==> config.mk <==
export PLATFORM = sky130hd
export DESIGN_NAME = display_endpoint
export DESIGN_NICKNAME = d
export VERILOG_FILES = /design/src/rtl/display_endpoint.sv
export SDC_FILE = /design/constraint.sdc
export NUM_CORES = 1
export LEC_CHECK = 0
export ABC_AREA = 1
export CAP_MARGIN = 20
export CORE_MARGIN = 3
export CORE_UTILIZATION = 45
export DETAILED_ROUTE_END_ITERATION = 10
export PLACE_DENSITY = 0.68
export SYNTH_ARGS = -nofsm -noshare
export SYNTH_HDL_FRONTEND = slang
export SYNTH_SLANG_ARGS = --single-unit
==> constraint.sdc <==
create_clock -name clk -period 2.7 [get_ports clk]
set_clock_uncertainty 0.1 [all_clocks]
set_input_delay 0.54 -clock clk [delete_from_list [all_inputs] [get_ports clk]]
set_output_delay 0.54 -clock clk [all_outputs]
set_load 0.02 [all_outputs]
==> src/rtl/display_endpoint.sv <==
// display_endpoint: Wishbone USB endpoint that double-buffers a 6-byte frame
// into seven-segment and LED drive, committing atomically on the sixth byte.
module display_endpoint #(
    parameter logic [3:0] ADDR = 4'd2
) (
    input  logic       clk,
    input  logic       reset,
    input  logic       wb_cyc,
    input  logic       wb_stb,
    input  logic       wb_we,
    input  logic [3:0] wb_adr,
    input  logic [7:0] wb_dat_i,
    output logic [7:0] wb_dat_o,
    output logic       wb_ack,
    output logic [6:0] HEX0,
    output logic [6:0] HEX1,
    output logic [6:0] HEX2,
    output logic [6:0] HEX3,
    output logic [7:0] LEDG,
    output logic [9:0] LEDR,
    output logic       disp_valid,
    output logic       disp_update
);
    localparam logic [47:0] D_RST = 48'h0000_0FFF_FFFF;

    logic [47:0] d_q, d_d, s_q, s_d;
    logic [2:0]  wptr_q, wptr_d, rptr_q, rptr_d;
    logic [7:0]  dat_o_q, dat_o_d;
    logic        ack_q, ack_d, valid_q, valid_d, upd_q, upd_d;
    logic        sel;

    always_comb begin
        sel     = wb_cyc & wb_stb & (wb_adr == ADDR) & !ack_q;
        d_d     = d_q;
        s_d     = s_q;
        wptr_d  = wptr_q;
        rptr_d  = rptr_q;
        ack_d   = sel;
        dat_o_d = 8'h00;
        valid_d = valid_q;
        upd_d   = 1'b0;
        if (!wb_cyc) begin
            s_d    = '0;
            wptr_d = 3'd0;
            rptr_d = 3'd0;
        end else if (sel && wb_we) begin
            s_d[{wptr_q, 3'b000} +: 8] = wb_dat_i;
            // the last byte is merged straight from the bus so D never sees a partial frame
            if (wptr_q == 3'd5) begin
                d_d     = {2'b00, wb_dat_i[5:0], s_q[39:0]};
                wptr_d  = 3'd0;
                upd_d   = 1'b1;
                valid_d = 1'b1;
            end else begin
                wptr_d = wptr_q + 3'd1;
            end
        end else if (sel) begin
            dat_o_d = d_q[{rptr_q, 3'b000} +: 8];
            rptr_d  = (rptr_q == 3'd5) ? 3'd0 : rptr_q + 3'd1;
        end
    end

    always_ff @(posedge clk or negedge reset) begin
        if (!reset) begin
            d_q     <= D_RST;
            s_q     <= '0;
            wptr_q  <= 3'd0;
            rptr_q  <= 3'd0;
            ack_q   <= 1'b0;
            dat_o_q <= 8'h00;
            valid_q <= 1'b0;
            upd_q   <= 1'b0;
        end else begin
            d_q     <= d_d;
            s_q     <= s_d;
            wptr_q  <= wptr_d;
            rptr_q  <= rptr_d;
            ack_q   <= ack_d;
            dat_o_q <= dat_o_d;
            valid_q <= valid_d;
            upd_q   <= upd_d;
        end
    end

    assign wb_ack      = ack_q;
    assign wb_dat_o    = dat_o_q;
    assign disp_valid  = valid_q;
    assign disp_update = upd_q;
    assign HEX0        = d_q[6:0];
    assign HEX1        = d_q[13:7];
    assign HEX2        = d_q[20:14];
    assign HEX3        = d_q[27:21];
    assign LEDG        = d_q[35:28];
    assign LEDR        = d_q[45:36];
endmodule

# [After elaboration in Yosys (flattened, before gate mapping)]
# Index checks and enable logic that the tools add are counted.
[classes] n_eq_ne=6 bitwise=3 addsub=3 n_shift=3 reduce_logical=4 mux=16
[ops] op="two-way mux 48 bit" n=2
[ops] op="bitwise mux 48 bit" n=1
[ops] op="variable shift 8 x 8 -> 48 bit (first input constant)" n=1
[ops] op="indexed part select 48 x 7 -> 8 bit" n=1
[ops] op="indexed part select 8 x 8 -> 48 bit" n=1
[ops] op="two-way mux 8 bit" n=3
[ops] op="two-way mux 3 bit" n=7
[ops] op="negation 6 -> 8 bit" n=1
[ops] op="adder 3 x 1 -> 3 bit (second input constant)" n=2
[ops] op="== test 3 bit (second input constant)" n=2
[ops] op="== test 4 x 2 -> 1 bit (second input constant)" n=1
[ops] op="!= test 2 x 1 -> 1 bit (second input constant)" n=2
[ops] op="AND 1 bit" n=3
[ops] op="two-way mux 1 bit" n=3
[ops] op="AND reduction 3 bit" n=1
[ops] op="!= test 2 bit (second input constant)" n=1
[ops] op="AND reduction 2 bit" n=1
[ops] op="logical AND 1 bit" n=1
[ops] op="logical NOT 1 bit" n=1
[totals] out_inout_bits=57 in_bits=17 regBits=111 elab_cells=43

# [Depth between registers and ports, before layout]
[depth] depth_word=6 mapped_depth=11

# [Least setup slack after synthesis]
# OpenSTA, ideal clock, no wires.
[synth_timing] path_type="reg2reg" startpoint="register wptr_q[0]" endpoint="register s_q[13]" setup_time_ps=119 period_less_slack_ps=2251 path_stages_with_launch=10 arrival_time_ps=2032 slack_ps=449 cell_sequence="dfrtp_1 buf_2 inv_1 ha_1 ha_1 nand2_1 a21oi_2 nand3_1 nand3_1 nand2_1"
[synth_between] elab_chain_len=5
[synth_lines] item="from (decl)" line_no="27" rtl="logic [2:0] wptr_q, wptr_d, rptr_q, rptr_d;"
[synth_lines] item="from (signal assigned)" line_no="76" rtl="wptr_q <= wptr_d;"
[synth_lines] item="negation 6 -> 8 bit (*)" line_no="47" rtl="s_d[{wptr_q, 3'b000} +: 8] = wb_dat_i;"
[synth_lines] item="indexed part select 8 x 8 -> 48 bit / variable shift 8 x 8 -> 48 bit (equally long branches)" line_no="47"
[synth_lines] item="bitwise mux 48 bit (*)" line_no="47"
[synth_lines] item="two-way mux 48 bit (*)" line_no="46" rtl="end else if (sel && wb_we) begin"
[synth_lines] item="two-way mux 48 bit (*)" line_no="42" rtl="if (!wb_cyc) begin"
[synth_lines] item="to (signal assigned)" line_no="66" rtl="s_q <= '0;"
[synth_lines] item="to (signal assigned)" line_no="75" rtl="s_q <= s_d;"
[synth_lines] item="to (decl)" line_no="26" rtl="logic [47:0] d_q, d_d, s_q, s_d;"
# Every way passes the cells marked *; elsewhere a longest branch is shown, timed or not. The select of a mux whose other input is x is not followed.
# A chain may end at the register's enable or synchronous reset.

# [Worst setup path after layout]
[layout_timing] startpoint="register wptr_q[1]" endpoint="register s_q[16]"
# Same word-level chain as after synthesis.

==> reports/summary.log <==
INFO  clock_tree     insertion_delay_to_the_later_sink_of_the_worst_skew_pair=360ps
INFO  drt            route.detailed.drc=0
INFO  synthesis      ys_seq_area_share=52.90%
INFO  placed_design  placedInstanceArea=5792um2
INFO  final_layout   post_route_design_area=5979um2
INFO  power_and_ir_drop psw=0.6446mW
INFO  sta            tns=0ps
INFO  power_and_ir_drop p_sw_share=24.72%
INFO  final_layout   finish.utilization=56.90%
INFO  power_and_ir_drop leakage=2.908nW
INFO  clock_tree     cts_hold_buf=0
INFO  clock_tree     buffer_depth_of_the_longest_clock_path=2
INFO  grt            antenna_found_initial=0
INFO  critical_path  crit_path_end_kind=register
INFO  critical_path  arrival=2460ps
INFO  final_layout   storage_element_area=2613um2
INFO  clock_tree     postCtsSetupRepairBufs=0
INFO  final_layout   multi_input_area=2044um2
INFO  grt            number_of_global_route_vias_before_repair=4116
INFO  final_layout   final_common_cell=nand2_1
INFO  drt            total_length_of_routed_wires=13150um
INFO  sta            timing.final.max_slew_violations=0
INFO  final_layout   final.fill_count=1001
INFO  clock_tree     cts_num_sinks=103
INFO  critical_path  startpoint_type=register
INFO  grt            grt_pass1_wl=21290um
INFO  sta            hold_violations=0
INFO  clock_tree     post_cts.resized_instances=0
INFO  synthesis      synth_area=4938um2
INFO  synthesis      ys_ff_latch=103
INFO  clock_tree     numCtsBuffers=9
INFO  sta            timing.fmax=433.2MHz
INFO  synthesis      synth_area_leaders=dfrtp_1 (38%), nand2_1 (19%), dfstp_2 (15%)
INFO  synthesis      synthDistinctLibCells=29
INFO  floorplanning  placeableCoreArea=10510um2
INFO  grt            overflow=0
INFO  drt            via_count=4308
INFO  drt            length_of_the_first_detailed_routing_pass_in_iterations=6
INFO  run            maxCapViolCount=0
INFO  hold_path      timing.hold.worst.class=input port to asynchronous set/reset pin
INFO  sta            worstMarginPinSlew=633.1ps
INFO  critical_path  worstSetupPathType=register to register
INFO  power_and_ir_drop combinational_cell_fraction_of_total_power=4.8%
INFO  clock_tree     cts.htree.levels=3
INFO  final_layout   drive_gt1_share=11.75%
INFO  power_and_ir_drop clkPwrFrac=35.9%
INFO  power_and_ir_drop cellPowerDensity=436.1nW/um2
INFO  synthesis      syn-instance-count=621
INFO  sta            grt_setup_unrepaired=false
INFO  floorplanning  chipHeight=110.8um
INFO  drt            dr_vias_cell=5.165
INFO  power_and_ir_drop vdd.ir_drop.worst=0.0002195V
INFO  grt            grt_max_degree=69
INFO  drt            antenna_violating_nets_post_route=0
INFO  sta            slew-limit-headroom=57.56%
INFO  synthesis      number_of_warnings_printed_during_yosys_synthesis=0
INFO  clock_tree     cts_tree=done
INFO  power_and_ir_drop cell_internal_pwr=1.963mW
INFO  outcome        status=completed
INFO  synthesis      mappedNetlistNets=644
INFO  placed_design  io_buffers=73
INFO  clock_tree     cts_root_buf=clkbuf_8
INFO  critical_path  rr_endpoint=s_q[16]
INFO  grt            grt.total_usage=21.56%
INFO  floorplanning  floorplan.die_area=12270um2
INFO  drt            wire_per_inst=15.77um
INFO  sta            layout_worst_path_cycle_share=85.50%
INFO  critical_path  r2r_setup_slack=390ps
INFO  placed_design  gp_congestion=0.8782
INFO  final_layout   layout_common_cells=nand2_1 (250), nand3_1 (83), dfrtp_1 (75), clkdlybuf4s50_1 (72), nor2_1 (62)
INFO  final_layout   area.growth.synth_to_final=21.08%
INFO  critical_path  worst_ep_required_time=2850ps
INFO  drt            detail_route.iter0.violations=410
INFO  floorplanning  floorplan.die.width=110.8um
INFO  critical_path  r2r.worst_path.cells=8
INFO  synthesis      netlist.area_leader.share=38.00%
INFO  synthesis      syn_area_per_cell=7.952um2
INFO  sta            period_minus_slack=2308ps
INFO  floorplanning  ioPinCount=74
INFO  placed_design  hpwlAfterDp=9655um
INFO  final_layout   num_antenna_cells=0
INFO  floorplanning  initial_utilization=46.99%
INFO  synthesis      synth_area_leader_cell=dfrtp_1
INFO  critical_path  path_max_fanout=8
INFO  power_and_ir_drop seq_pwr_share=59.3%
INFO  sta            final-setup-viol-count=0
INFO  clock_tree     clk_pin_slew=110ps
INFO  final_layout   design.final.nets=716
INFO  floorplanning  placementRows=37
INFO  critical_path  worst_reg2reg_startpoint=wptr_q[1]
## through the flow
step           power [mW]  hold WS, ps  setup slack [ps]  cells
3_5_place_dp        1.702        355.2             344.1    818
2_1_floorplan       1.618        144.4             449.4    621
5_1_grt             2.701        43.08             139.6    834
4_1_cts             2.634        27.35             409.5    834
6_report            2.607        17.90             391.5    834
3_3_place_gp        1.700        353.8             416.8    818
## power groups by stage
| stage | logic [mW] | clock network [mW] | registers, mW |
|---|---|---|---|
| floorplan | 0.0427 | 0 | 1.58 |
| global placement | 0.126 | 0 | 1.57 |
| detailed placement | 0.127 | 0 | 1.57 |
| CTS | 0.127 | 0.960 | 1.55 |
| global route | 0.138 | 1.02 | 1.55 |
| finish | 0.125 | 0.936 | 1.55 |
## routing by layer
metal | track usage, % | share of wire [%] | vias up
met5 | 0 | 0 | -
met4 | 8.374 | 2.7 | 0
met3 | 2.948 | 5.1 | 23
met2 | 32.20 | 45 | 134
met1 | 31.79 | 48 | 2027
li1 | - | - | 2124
## worst max-delay path, stage by stage, from the launching register on
cell,delay (ps)
dfrtp_1,380
inv_1,150
ha_1,240
ha_1,380
nand2_1,90
a21oi_2,280
nand3_1,350
nand3_1,170
nand2_1,70
## kinds of logic (layout without fill, tap and decap cells)
| logic type | after synthesis | count (layout) | share of synthesized area [%] |
|---|---|---|---|
| adders and majority gates | 6 | 6 | 1.520 |
| and+or+nand+nor | 429 | 429 | 36.91 |
| buffers and inverters | 58 | 135 | 5.700 |
| DFF | 103 | 103 | 52.90 |
| AOI/OAI and AO/OA | 25 | 25 | 2.964 |
## final cells by class
cell class	count	share of cell area [%]
Sequential cell	103	43.69
Multi-Input combinational cell	460	34.19
Timing Repair Buffer	86	14.02
Tap cell	136	2.846
Clock buffer	11	2.365
Inverter	33	2.113
Clock inverter	5	0.7742
## flip-flops by register name (all words and copies together), names as in the netlist
register	cells
d_q	46
disp_update	1
disp_valid	1
rptr_q	3
s_q	40
wb_ack	1
wb_dat_o	8
wptr_q	3
## synthesized netlist by cell type (all sizes together)
| master | n |
|---|---|
| nor2 | 67 |
| clkbuf | 4 |
| inv | 32 |
| or2 | 1 |
| nand4 | 10 |
| o21ai | 14 |
| buf | 21 |
| nand2 | 261 |
| clkinv | 1 |
| ha | 6 |
| a21oi | 3 |
| o22ai | 8 |
| dfrtp | 75 |
| dfstp | 28 |
| nor3 | 4 |
| nand3b | 1 |
| nand3 | 85 |
## worst max-delay path by stage
| stage | endpoint | slack (ps) | cells past startpoint | from |
|---|---|---|---|---|
| floorplan | s_q[13] | 450 | 9 | wptr_q[0] |
| global placement | disp_valid | 420 | 9 | wb_cyc |
| detailed placement | d_q[6] | 340 | 10 | wb_cyc |
| CTS | s_q[16] | 410 | 8 | wptr_q[1] |
| global route | s_q[21] | 140 | 8 | wptr_q[1] |
| finish | s_q[16] | 390 | 8 | wptr_q[1] |
No activity file was read; power rests on OpenSTA's default activity.
